--- src/rtl/mux_spi_chain_ctrl.sv ---
`default_nettype none
// ============================================================================
//  Module      : mux_spi_chain_ctrl
//  Description : Daisy-chain SPI (mode 0) controller for N_DEV analog-mux
//                devices selecting EIT drive/sense electrode pairs. Shifts a
//                full chain frame MSB-first, captures MISO as readback,
//                mirrors the frame on parallel GPIO selects once the chain
//                has latched it, then waits for analog settle before done.
//  Revision    : 1.0 - initial release
// ============================================================================
module mux_spi_chain_ctrl #(
    parameter int N_DEV      = 4,
    parameter int DEV_W      = 8,
    parameter int CLK_DIV    = 4,
    parameter int CS_SETUP   = 2,
    parameter int CS_HOLD    = 2,
    parameter int SETTLE_CYC = 16,
    localparam int FRAME_W   = N_DEV * DEV_W
) (
    input  logic               clk,
    input  logic               rst,
    input  logic               start_i,
    input  logic               abort_i,
    input  logic [FRAME_W-1:0] cfg_data_i,
    output logic               ready_o,
    output logic               busy_o,
    output logic               done_o,
    output logic               aborted_o,
    output logic [FRAME_W-1:0] rdback_o,
    output logic               spi_sclk_o,
    output logic               spi_mosi_o,
    input  logic               spi_miso_i,
    output logic               spi_cs_n_o,
    output logic [FRAME_W-1:0] gpio_mux_o
);

    // Counter widths: the divider and the shared phase timer only need to
    // reach their own terminal counts; the bit counter spans 0..FRAME_W-1.
    localparam int C_DIV_W   = (CLK_DIV > 1) ? $clog2(CLK_DIV) : 1;
    localparam int C_BIT_W   = $clog2(FRAME_W + 1);
    localparam int C_CS_MAX  = (CS_SETUP > CS_HOLD) ? CS_SETUP : CS_HOLD;
    localparam int C_TMR_MAX = (C_CS_MAX > SETTLE_CYC) ? C_CS_MAX : SETTLE_CYC;
    localparam int C_TMR_W   = (C_TMR_MAX > 1) ? $clog2(C_TMR_MAX) : 1;

    localparam logic [C_DIV_W-1:0] C_DIV_LAST    = C_DIV_W'(CLK_DIV - 1);
    localparam logic [C_BIT_W-1:0] C_BIT_LAST    = C_BIT_W'(FRAME_W - 1);
    localparam logic [C_TMR_W-1:0] C_SETUP_LAST  = C_TMR_W'(CS_SETUP - 1);
    localparam logic [C_TMR_W-1:0] C_HOLD_LAST   = C_TMR_W'(CS_HOLD - 1);
    localparam logic [C_TMR_W-1:0] C_SETTLE_LAST =
        C_TMR_W'((SETTLE_CYC > 0) ? (SETTLE_CYC - 1) : 0);

    typedef enum logic [2:0] {
        S_IDLE   = 3'd0,
        S_SETUP  = 3'd1,
        S_SHIFT  = 3'd2,
        S_HOLD   = 3'd3,
        S_SETTLE = 3'd4,
        S_DONE   = 3'd5
    } state_t;

    state_t               state_q;
    logic [FRAME_W-1:0]   frame_q;     // frame as accepted; drives gpio mirror
    logic [FRAME_W-1:0]   shreg_q;     // working copy shifted toward MSB
    logic [FRAME_W-1:0]   cap_q;       // MISO capture, fills from LSB
    logic [C_DIV_W-1:0]   div_q;
    logic [C_BIT_W-1:0]   bitcnt_q;
    logic [C_TMR_W-1:0]   tmr_q;
    logic                 sclk_q;
    logic                 mosi_q;
    logic                 cs_n_q;
    logic                 done_q;
    logic                 aborted_q;
    logic                 ready_q;
    logic                 busy_q;
    logic [FRAME_W-1:0]   gpio_q;
    logic [FRAME_W-1:0]   rdback_q;

    logic [FRAME_W-1:0]   shreg_d;
    logic [FRAME_W-1:0]   cap_d;
    logic                 abort_d;

    // Next values of the data shifters and the abort qualifier (abort only
    // counts while the chain select is asserted).
    always_comb begin
        shreg_d = shreg_q << 1;
        cap_d   = (cap_q << 1) | FRAME_W'(spi_miso_i);
        abort_d = abort_i && ((state_q == S_SETUP) || (state_q == S_SHIFT) ||
                              (state_q == S_HOLD));
    end

    // Transfer sequencer with all SPI and handshake outputs registered.
    always_ff @(posedge clk or posedge rst) begin
        if (rst) begin
            state_q   <= S_IDLE;
            frame_q   <= '0;
            shreg_q   <= '0;
            cap_q     <= '0;
            div_q     <= '0;
            bitcnt_q  <= '0;
            tmr_q     <= '0;
            sclk_q    <= 1'b0;
            mosi_q    <= 1'b0;
            cs_n_q    <= 1'b1;
            done_q    <= 1'b0;
            aborted_q <= 1'b0;
            ready_q   <= 1'b1;
            busy_q    <= 1'b0;
            gpio_q    <= '0;
            rdback_q  <= '0;
        end else begin
            done_q    <= 1'b0;
            aborted_q <= 1'b0;
            if (abort_d) begin
                // Cancel: release the chain at once; mirror/readback keep
                // the last good configuration.
                state_q   <= S_DONE;
                cs_n_q    <= 1'b1;
                sclk_q    <= 1'b0;
                mosi_q    <= 1'b0;
                done_q    <= 1'b1;
                aborted_q <= 1'b1;
            end else begin
                case (state_q)
                    S_IDLE: begin
                        if (start_i) begin
                            frame_q <= cfg_data_i;
                            shreg_q <= cfg_data_i;
                            mosi_q  <= cfg_data_i[FRAME_W-1];
                            cs_n_q  <= 1'b0;
                            tmr_q   <= '0;
                            ready_q <= 1'b0;
                            busy_q  <= 1'b1;
                            state_q <= S_SETUP;
                        end
                    end
                    S_SETUP: begin
                        if (tmr_q == C_SETUP_LAST) begin
                            div_q    <= '0;
                            bitcnt_q <= '0;
                            state_q  <= S_SHIFT;
                        end else begin
                            tmr_q <= tmr_q + 1'b1;
                        end
                    end
                    S_SHIFT: begin
                        if (div_q == C_DIV_LAST) begin
                            div_q <= '0;
                            if (!sclk_q) begin
                                // Rising edge: devices sample MOSI, we sample MISO.
                                sclk_q <= 1'b1;
                                cap_q  <= cap_d;
                            end else begin
                                sclk_q <= 1'b0;
                                if (bitcnt_q == C_BIT_LAST) begin
                                    tmr_q   <= '0;
                                    state_q <= S_HOLD;
                                end else begin
                                    bitcnt_q <= bitcnt_q + 1'b1;
                                    shreg_q  <= shreg_d;
                                    mosi_q   <= shreg_d[FRAME_W-1];
                                end
                            end
                        end else begin
                            div_q <= div_q + 1'b1;
                        end
                    end
                    S_HOLD: begin
                        if (tmr_q == C_HOLD_LAST) begin
                            // cs_n rise latches the chain; mirror it on GPIO now.
                            cs_n_q   <= 1'b1;
                            mosi_q   <= 1'b0;
                            gpio_q   <= frame_q;
                            rdback_q <= cap_q;
                            tmr_q    <= '0;
                            if (SETTLE_CYC == 0) begin
                                done_q  <= 1'b1;
                                state_q <= S_DONE;
                            end else begin
                                state_q <= S_SETTLE;
                            end
                        end else begin
                            tmr_q <= tmr_q + 1'b1;
                        end
                    end
                    S_SETTLE: begin
                        if (tmr_q == C_SETTLE_LAST) begin
                            done_q  <= 1'b1;
                            state_q <= S_DONE;
                        end else begin
                            tmr_q <= tmr_q + 1'b1;
                        end
                    end
                    S_DONE: begin
                        ready_q <= 1'b1;
                        busy_q  <= 1'b0;
                        state_q <= S_IDLE;
                    end
                    default: begin
                        cs_n_q  <= 1'b1;
                        sclk_q  <= 1'b0;
                        mosi_q  <= 1'b0;
                        ready_q <= 1'b1;
                        busy_q  <= 1'b0;
                        state_q <= S_IDLE;
                    end
                endcase
            end
        end
    end

    assign ready_o    = ready_q;
    assign busy_o     = busy_q;
    assign done_o     = done_q;
    assign aborted_o  = aborted_q;
    assign rdback_o   = rdback_q;
    assign spi_sclk_o = sclk_q;
    assign spi_mosi_o = mosi_q;
    assign spi_cs_n_o = cs_n_q;
    assign gpio_mux_o = gpio_q;

endmodule
`default_nettype wire
--- config.mk ---
export PLATFORM = sky130hd
export DESIGN_NAME = mux_spi_chain_ctrl
export DESIGN_NICKNAME = d
export VERILOG_FILES = /design/src/rtl/mux_spi_chain_ctrl.sv
export SDC_FILE = /design/constraint.sdc
export NUM_CORES = 1
export LEC_CHECK = 0
export ABC_CLOCK_PERIOD_IN_PS = 6890
export BUFFER_PORTS_ARGS = -buffer_cell sky130_fd_sc_hd__buf_2
export CORE_MARGIN = 5
export CORE_UTILIZATION = 57
export CTS_CLUSTER_DIAMETER = 30
export DETAILED_ROUTE_END_ITERATION = 8
export PLACE_DENSITY = 0.86
export SETUP_SLACK_MARGIN = 0.1
export SLEW_MARGIN = 20
export SYNTH_ARGS = -nofsm -noshare
export SYNTH_HDL_FRONTEND = slang
export SYNTH_SLANG_ARGS = --single-unit
--- constraint.sdc ---
create_clock -name clk -period 6.89 [get_ports clk]
set_clock_uncertainty 0.15 [all_clocks]
set_input_delay 1.0335 -clock clk [delete_from_list [all_inputs] [get_ports clk]]
set_output_delay 1.0335 -clock clk [all_outputs]
set_load 0.02 [all_outputs]
Yosys cells after proc, flatten, opt, wreduce, memory -nomap -nowiden
Cells that the tools add are included.
{"block": "totals", "reg_bits": 181, "out_inout_bits": 71, "input_bits": 37, "wordCells": 126}
{"block": "op_classes", "eq_ne": 28, "n_bitwise": 4, "n_mux": 52, "add_sub_neg": 3, "reduce_logical": 23}
{"operator": "31-bit two-way mux", "count": 4}
{"operator": "31-bit one-hot mux with 2 select lines", "count": 1}
{"operator": "32-bit by 1-bit bitwise OR with 32-bit output", "count": 1}
{"operator": "4-bit two-way mux", "count": 7}
{"operator": "3-bit two-way mux", "count": 8}
{"operator": "6-bit two-way mux", "count": 4}
{"operator": "4-bit one-hot mux with 5 select lines", "count": 1}
{"operator": "6-bit AND reduction", "count": 3}
{"operator": "1-bit two-way mux", "count": 17}
{"operator": "3-bit one-hot mux with 5 select lines", "count": 1}
{"operator": "3-bit AND reduction", "count": 5}
{"operator": "2-bit by 1-bit != test with 1-bit output, second input constant", "count": 6}
{"operator": "3-bit by 2-bit != test with 1-bit output, second input constant", "count": 4}
{"operator": "3-bit != test, second input constant", "count": 4}
{"operator": "6-bit one-hot mux with 2 select lines", "count": 1}
{"operator": "2-bit != test, second input constant", "count": 5}
{"operator": "8-bit AND reduction", "count": 1}
{"operator": "4-bit OR reduction", "count": 2}
{"operator": "7-bit AND reduction", "count": 1}
{"operator": "6-bit by 1-bit adder with 6-bit output, second input constant", "count": 1}
{"operator": "3-bit by 2-bit equality test with 1-bit output, second input constant", "count": 2}
{"operator": "3-bit equality test, second input constant", "count": 2}
{"operator": "6-bit by 5-bit equality test with 1-bit output, second input constant", "count": 1}
{"operator": "1-bit one-hot mux with 2 select lines", "count": 3}
{"operator": "20 further kinds", "count": 25}

Longest topological paths before layout
{"block": "depth", "depth_word": 6, "ltp_mapped": 8, "depth_no_buf": 7}

Least setup slack after synthesis
Ideal clock, no wire load.
{"block": "synth_timing", "path_type": "input -> register", "startpoint": "input start_i", "endpoint": "register shreg_q[30]", "t_required_ns": 6.618, "stages": 7, "arrival_time_ns": 2.323, "setup_ns": 0.122, "slack_ns": 4.295, "path_buffers": 2, "cell_sequence": "or3b_4 o211a_1 a2111o_1 buf_6 buf_6 nand2_1 o21ai_1"}
{"block": "synth_between", "elab_chain_len": 2}
{"element": "start, declared", "line": "22", "source": "input logic start_i,"}
{"element": "2-bit != test (no line)"}
{"element": "6-bit AND reduction (no line)"}
{"element": "end signal, assigned", "line": "127", "source": "shreg_q <= cfg_data_i;"}
{"element": "end signal, assigned", "line": "159", "source": "shreg_q <= shreg_d;"}
{"element": "end, declared", "line": "63", "source": "logic [FRAME_W-1:0] shreg_q;"}
No other way between the ends.
A chain may end at the register's enable or synchronous reset.

Worst setup path after layout
{"block": "layout_timing", "startpoint": "register tmr_q[0]", "endpoint": "register rdback_q[14] (netlist: rdback_o[14])"}
{"block": "layout_between", "elab_chain_len": 2}
{"element": "start, declared", "line": "67", "source": "logic [C_TMR_W-1:0] tmr_q;"}
{"element": "start signal, assigned", "line": "142", "source": "tmr_q <= tmr_q + 1'b1;"}
{"element": "start signal, assigned", "line": "182", "source": "tmr_q <= tmr_q + 1'b1;"}
{"element": "start signal, assigned", "line": "190", "source": "tmr_q <= tmr_q + 1'b1;"}
{"element": "4-bit by 1-bit equality test with 1-bit output", "line": "168", "source": "if (tmr_q == C_HOLD_LAST) begin"}
{"element": "3-bit AND reduction (no line)"}
{"element": "end signal, assigned", "line": "173", "source": "rdback_q <= cap_q;"}
{"element": "end, declared", "line": "76", "source": "logic [FRAME_W-1:0] rdback_q;"}
No other way between the ends.

==> out/metrics.csv <==
stage,metric,value,unit
power,sw power,0.00109,W
critical_path,last element of the critical path,rdback_o[14],
sta,Slew Limit Headroom,32.2,%
clock_network,clock latency on the worst-skew pair,0.42,ns
power,power density over the cells,387,nW/um2
sta,setup repair after global routing missed its margin,no,
synth,post-synth top area cell,sky130_fd_sc_hd__dfrtp_1,
synth,Mapped Nets,592,
power,post-layout power,0.00344,W
critical_path,required time at the worst-slack endpoint,7.05,ns
critical_path,CP max stage cell,sky130_fd_sc_hd__nand3_4,
critical_path,worst path arrival time,3.02,ns
synth,distinct cell type count of the synthesized netlist,50,
synth,fraction of the yosys area taken by sequential cells,59.6,%
grt,first-pass GRT wire length,24800,um
sta,setup violators final,0,
sta,post-route minimum period,2.87,ns
floorplanning,placeable core region,13100,um2
power,combinational share of power,25.9,%
power,peak supply drop,0.211,mV
clock_network,Post-CTS Hold Fix Bufs,0,
sta,"Slew Viols, Final",0,
synth,post-synthesis cell count,551,
critical_path,crit path cell chain,ha_1 -> nor3b_2 -> nand3_4 -> mux2_2,
synth,"FFs w/ async S/R, synth",100,%
sta,top achievable clock speed,349,MHz
clock_network,depth of the CTS H-tree,4,
grt,antenna violations before repair,1,
critical_path,RR Endpoint,rdback_o[14],
synth,share of the synthesized area in the top cell type,58.9,%
route,routed vias/inst,5.45,
route,final wirelength,14400,um
grt,global-route congestion overflow total,0,
floorplanning,x dimension of the die,126,um
critical_path,start-to-end type of the worst setup path,reg2reg,
power,sequential power share,44.2,%
critical_path,maximum fanout along the worst path,64,
route,DR iter-0 viols,273,
final_layout,ratio of cells with drive above 1 in the final layout,47.4,%
placement,Worst Setup Slack post-DPL,3.78,ns
power,internal power,0.00235,W
floorplanning,Initial Utilization,57.9,%
grt,via count of the first global-routing pass,4982,
placement,sum of net half-perimeters after detailed placement,9400,um
critical_path,crit end category,register,
sta,accumulated negative setup slack,0,ns
grt,maximum number of pins on one net before global-route repair,104,
grt,global-route usage over all layers,19.4,%
clock_network,clock input transition at the sequential cells of the worst setup and hold paths,0.07,ns
route,vias,4580,
route,DRC violation count after routing,0,
clock_network,root buffer cell,sky130_fd_sc_hd__clkbuf_16,
sta,number of hold violations in the final report,0,
synth,Syn Std Cell Area,7610,um2
critical_path,Crit path largest cell delay,0.77,ns
power,clock group share of total power,29.8,%
run_status,result of the run,finished clean,
final_layout,synthesis-to-finish area growth,16.8,%
floorplanning,Die Outline Area,15800,um2
route,drt wl/cell,17.2,um
synth,number of synthesized flops with an enable pin,0,
critical_path,"reg-to-reg slack, setup",4.02,ns
clock_network,number of buffers added for setup after CTS,0,
critical_path,type of origin of the critical path,register,
placement,final weighted congestion in routability-driven placement,0.809,
clock_network,buffer levels on the longest clock path,2,
synth,post-synthesis area per instance,13.8,um2
synth,total of warnings raised by yosys,0,
clock_network,number of buffers added by the clock tree synthesis step,17,
floorplanning,height of the die,126,um
final_layout,Ant. Diodes,0,
sta,fin worst setup slack,4.02,ns
critical_path,Worst Setup SP,tmr_q[0],
min_path,path class of the lowest-slack min-delay path,reg2reg,
route,number of optimization iterations in the first detailed-route pass,5,
final_layout,nets,693,
synth,"flops & latches, synth",181,
clock_network,clock tree from TritonCTS,done,
critical_path,cell depth of the worst flop-to-flop path,4,
floorplanning,I/O pin count,108,
floorplanning,floorplan row count,42,
power,switching fraction of total power,31.8,%
sta,slew at the pin with the worst max-slew slack,1.01,ns
synth,most common flop cell mapped by yosys,sky130_fd_sc_hd__dfrtp_1,
clock_network,number of clock sinks seen by CTS,181,
synth,"top cells by area, synth","sky130_fd_sc_hd__dfrtp_1, sky130_fd_sc_hd__mux2_2, sky130_fd_sc_hd__mux2i_1",
job,number of max-cap violations,0,
critical_path,Crit Reg-Reg Startpoint,tmr_q[0],
sta,final critical-path share of the clock period,41.6,%
placement,port buffer count,107,
route,number of nets still failing antenna checks after routing,0,
clock_network,count of cells resized by post-cts repair,0,
power,leakage power,4.45,nW
synth_stat cells (2+ instances only):
cell type and instances:
sky130_fd_sc_hd__a21boi_0 2, sky130_fd_sc_hd__clkbuf_1 4, sky130_fd_sc_hd__ha_1 4, sky130_fd_sc_hd__xor2_1 2
sky130_fd_sc_hd__inv_1 6, sky130_fd_sc_hd__nand2_1 46, sky130_fd_sc_hd__nor3_1 7, sky130_fd_sc_hd__buf_2 17
sky130_fd_sc_hd__buf_6 8, sky130_fd_sc_hd__dfstp_2 2, sky130_fd_sc_hd__o21ai_1 4, sky130_fd_sc_hd__a22oi_1 3
sky130_fd_sc_hd__nand4_1 4, sky130_fd_sc_hd__o21ai_0 13, sky130_fd_sc_hd__nand3_1 5, sky130_fd_sc_hd__o31ai_1 3
sky130_fd_sc_hd__dfrtp_1 179, sky130_fd_sc_hd__o21ai_2 29, sky130_fd_sc_hd__mux2_2 130, sky130_fd_sc_hd__or2_2 2
sky130_fd_sc_hd__mux2i_1 31, sky130_fd_sc_hd__o21bai_1 2, sky130_fd_sc_hd__a21o_1 2, sky130_fd_sc_hd__nand2b_1 3
sky130_fd_sc_hd__nor2b_1 3, sky130_fd_sc_hd__nor2_1 12, sky130_fd_sc_hd__a21oi_1 5
through the flow:
step | instances | instance area [um2] | util, % | hold WS, ns
final | 841 | 8890 | 67.6 | 0.337
after global routing | 841 | 8890 | 67.6 | 0.352
after global placement | 808 | 8230 | 62.6 | 0.312
after CTS | 840 | 8860 | 67.4 | 0.341
after detailed placement | 808 | 8230 | 62.6 | 0.320
after floorplan | 551 | 7610 | - | 0.301
power by group through the flow:
stage | Clock [W] | Combinational, W | Sequential (W)
global placement | 0 | 0.000849 | 0.00151
CTS | 0.00105 | 0.000905 | 0.00152
finish | 0.00103 | 0.000892 | 0.00152
detailed placement | 0 | 0.000896 | 0.00154
global route | 0.00110 | 0.000987 | 0.00156
floorplan | 0 | 0.000684 | 0.00155
layer usage:
layer,routed length (um),GRT usage [%]
met5,13,0
met4,229,7.78
met3,664,4.39
met2,7450,32.3
met1,6090,24.7
layout by cell type, fill, tap and decap left out, drive strengths merged, types with 2 or more instances in the layout:
master      n
nand2b      3
mux2      130
xor2        2
ha          4
mux2i      31
dfstp       2
or2         3
clkinv      5
dfrtp     179
nand4       4
buf       112
nor2b       3
o31ai       3
a21boi      2
nand3       5
nand2      46
a21o        2
nor2       12
clkbuf     18
clkinvlp    3
o21bai      2
a22oi       3
bufinv      4
inv         8
o21ai      46
a21oi       5
nor3        7
nor3b       2
cells by family after synthesis:
group,count (synthesis),share of synthesized area (%)
DFF,181,59.6
muxes,161,23.3
and+or+nand+nor,90,5.74
AOI/OAI and AO/OA,75,7.37
buffers and inverters,36,2.85
adders and majority gates,5,0.790
xor gates and xnor gates,3,0.346
cell type report:
class | instances | area (um2)
flip-flops and latches | 181 | 4530
fillers | 974 | 4250
multi-input cells | 334 | 2880
repair buffers | 112 | 593
clock buffers | 18 | 429
well taps | 176 | 220
clock inverters | 14 | 200
inverters | 6 | 27.5
flip-flops by register name, indices dropped and copies added (netlist names):
register and flops:
aborted_o 1, bitcnt_q 6, busy_o 1, cap_q 32, div_q 2, done_o 1, frame_q 32, gpio_mux_o 32
rdback_o 32, ready_o 1, shreg_q 31, spi_cs_n_o 1, spi_mosi_o 1, spi_sclk_o 1, state_q 3, tmr_q 4
worst max-delay path, delay by kind of cell (launching register included):
kind / cells / cell delay [ns]
and+or+nand+nor: 2 / 1.30
muxes: 1 / 0.59
DFF: 1 / 0.43
adders and majority gates: 1 / 0.17
how the worst min path moves through the flow:
stage | cells past startpoint | endpoint | startpoint
2_1_floorplan | 2 | shreg_q[0] | shreg_q[0]
3_3_place_gp | 2 | shreg_q[25] | shreg_q[25]
3_5_place_dp | 2 | shreg_q[5] | shreg_q[5]
4_1_cts | 2 | shreg_q[26] | shreg_q[26]
5_1_grt | 2 | shreg_q[0] | shreg_q[0]
6_report | 2 | shreg_q[7] | shreg_q[7]
Note: power is estimated with default switching activity, not from simulation.
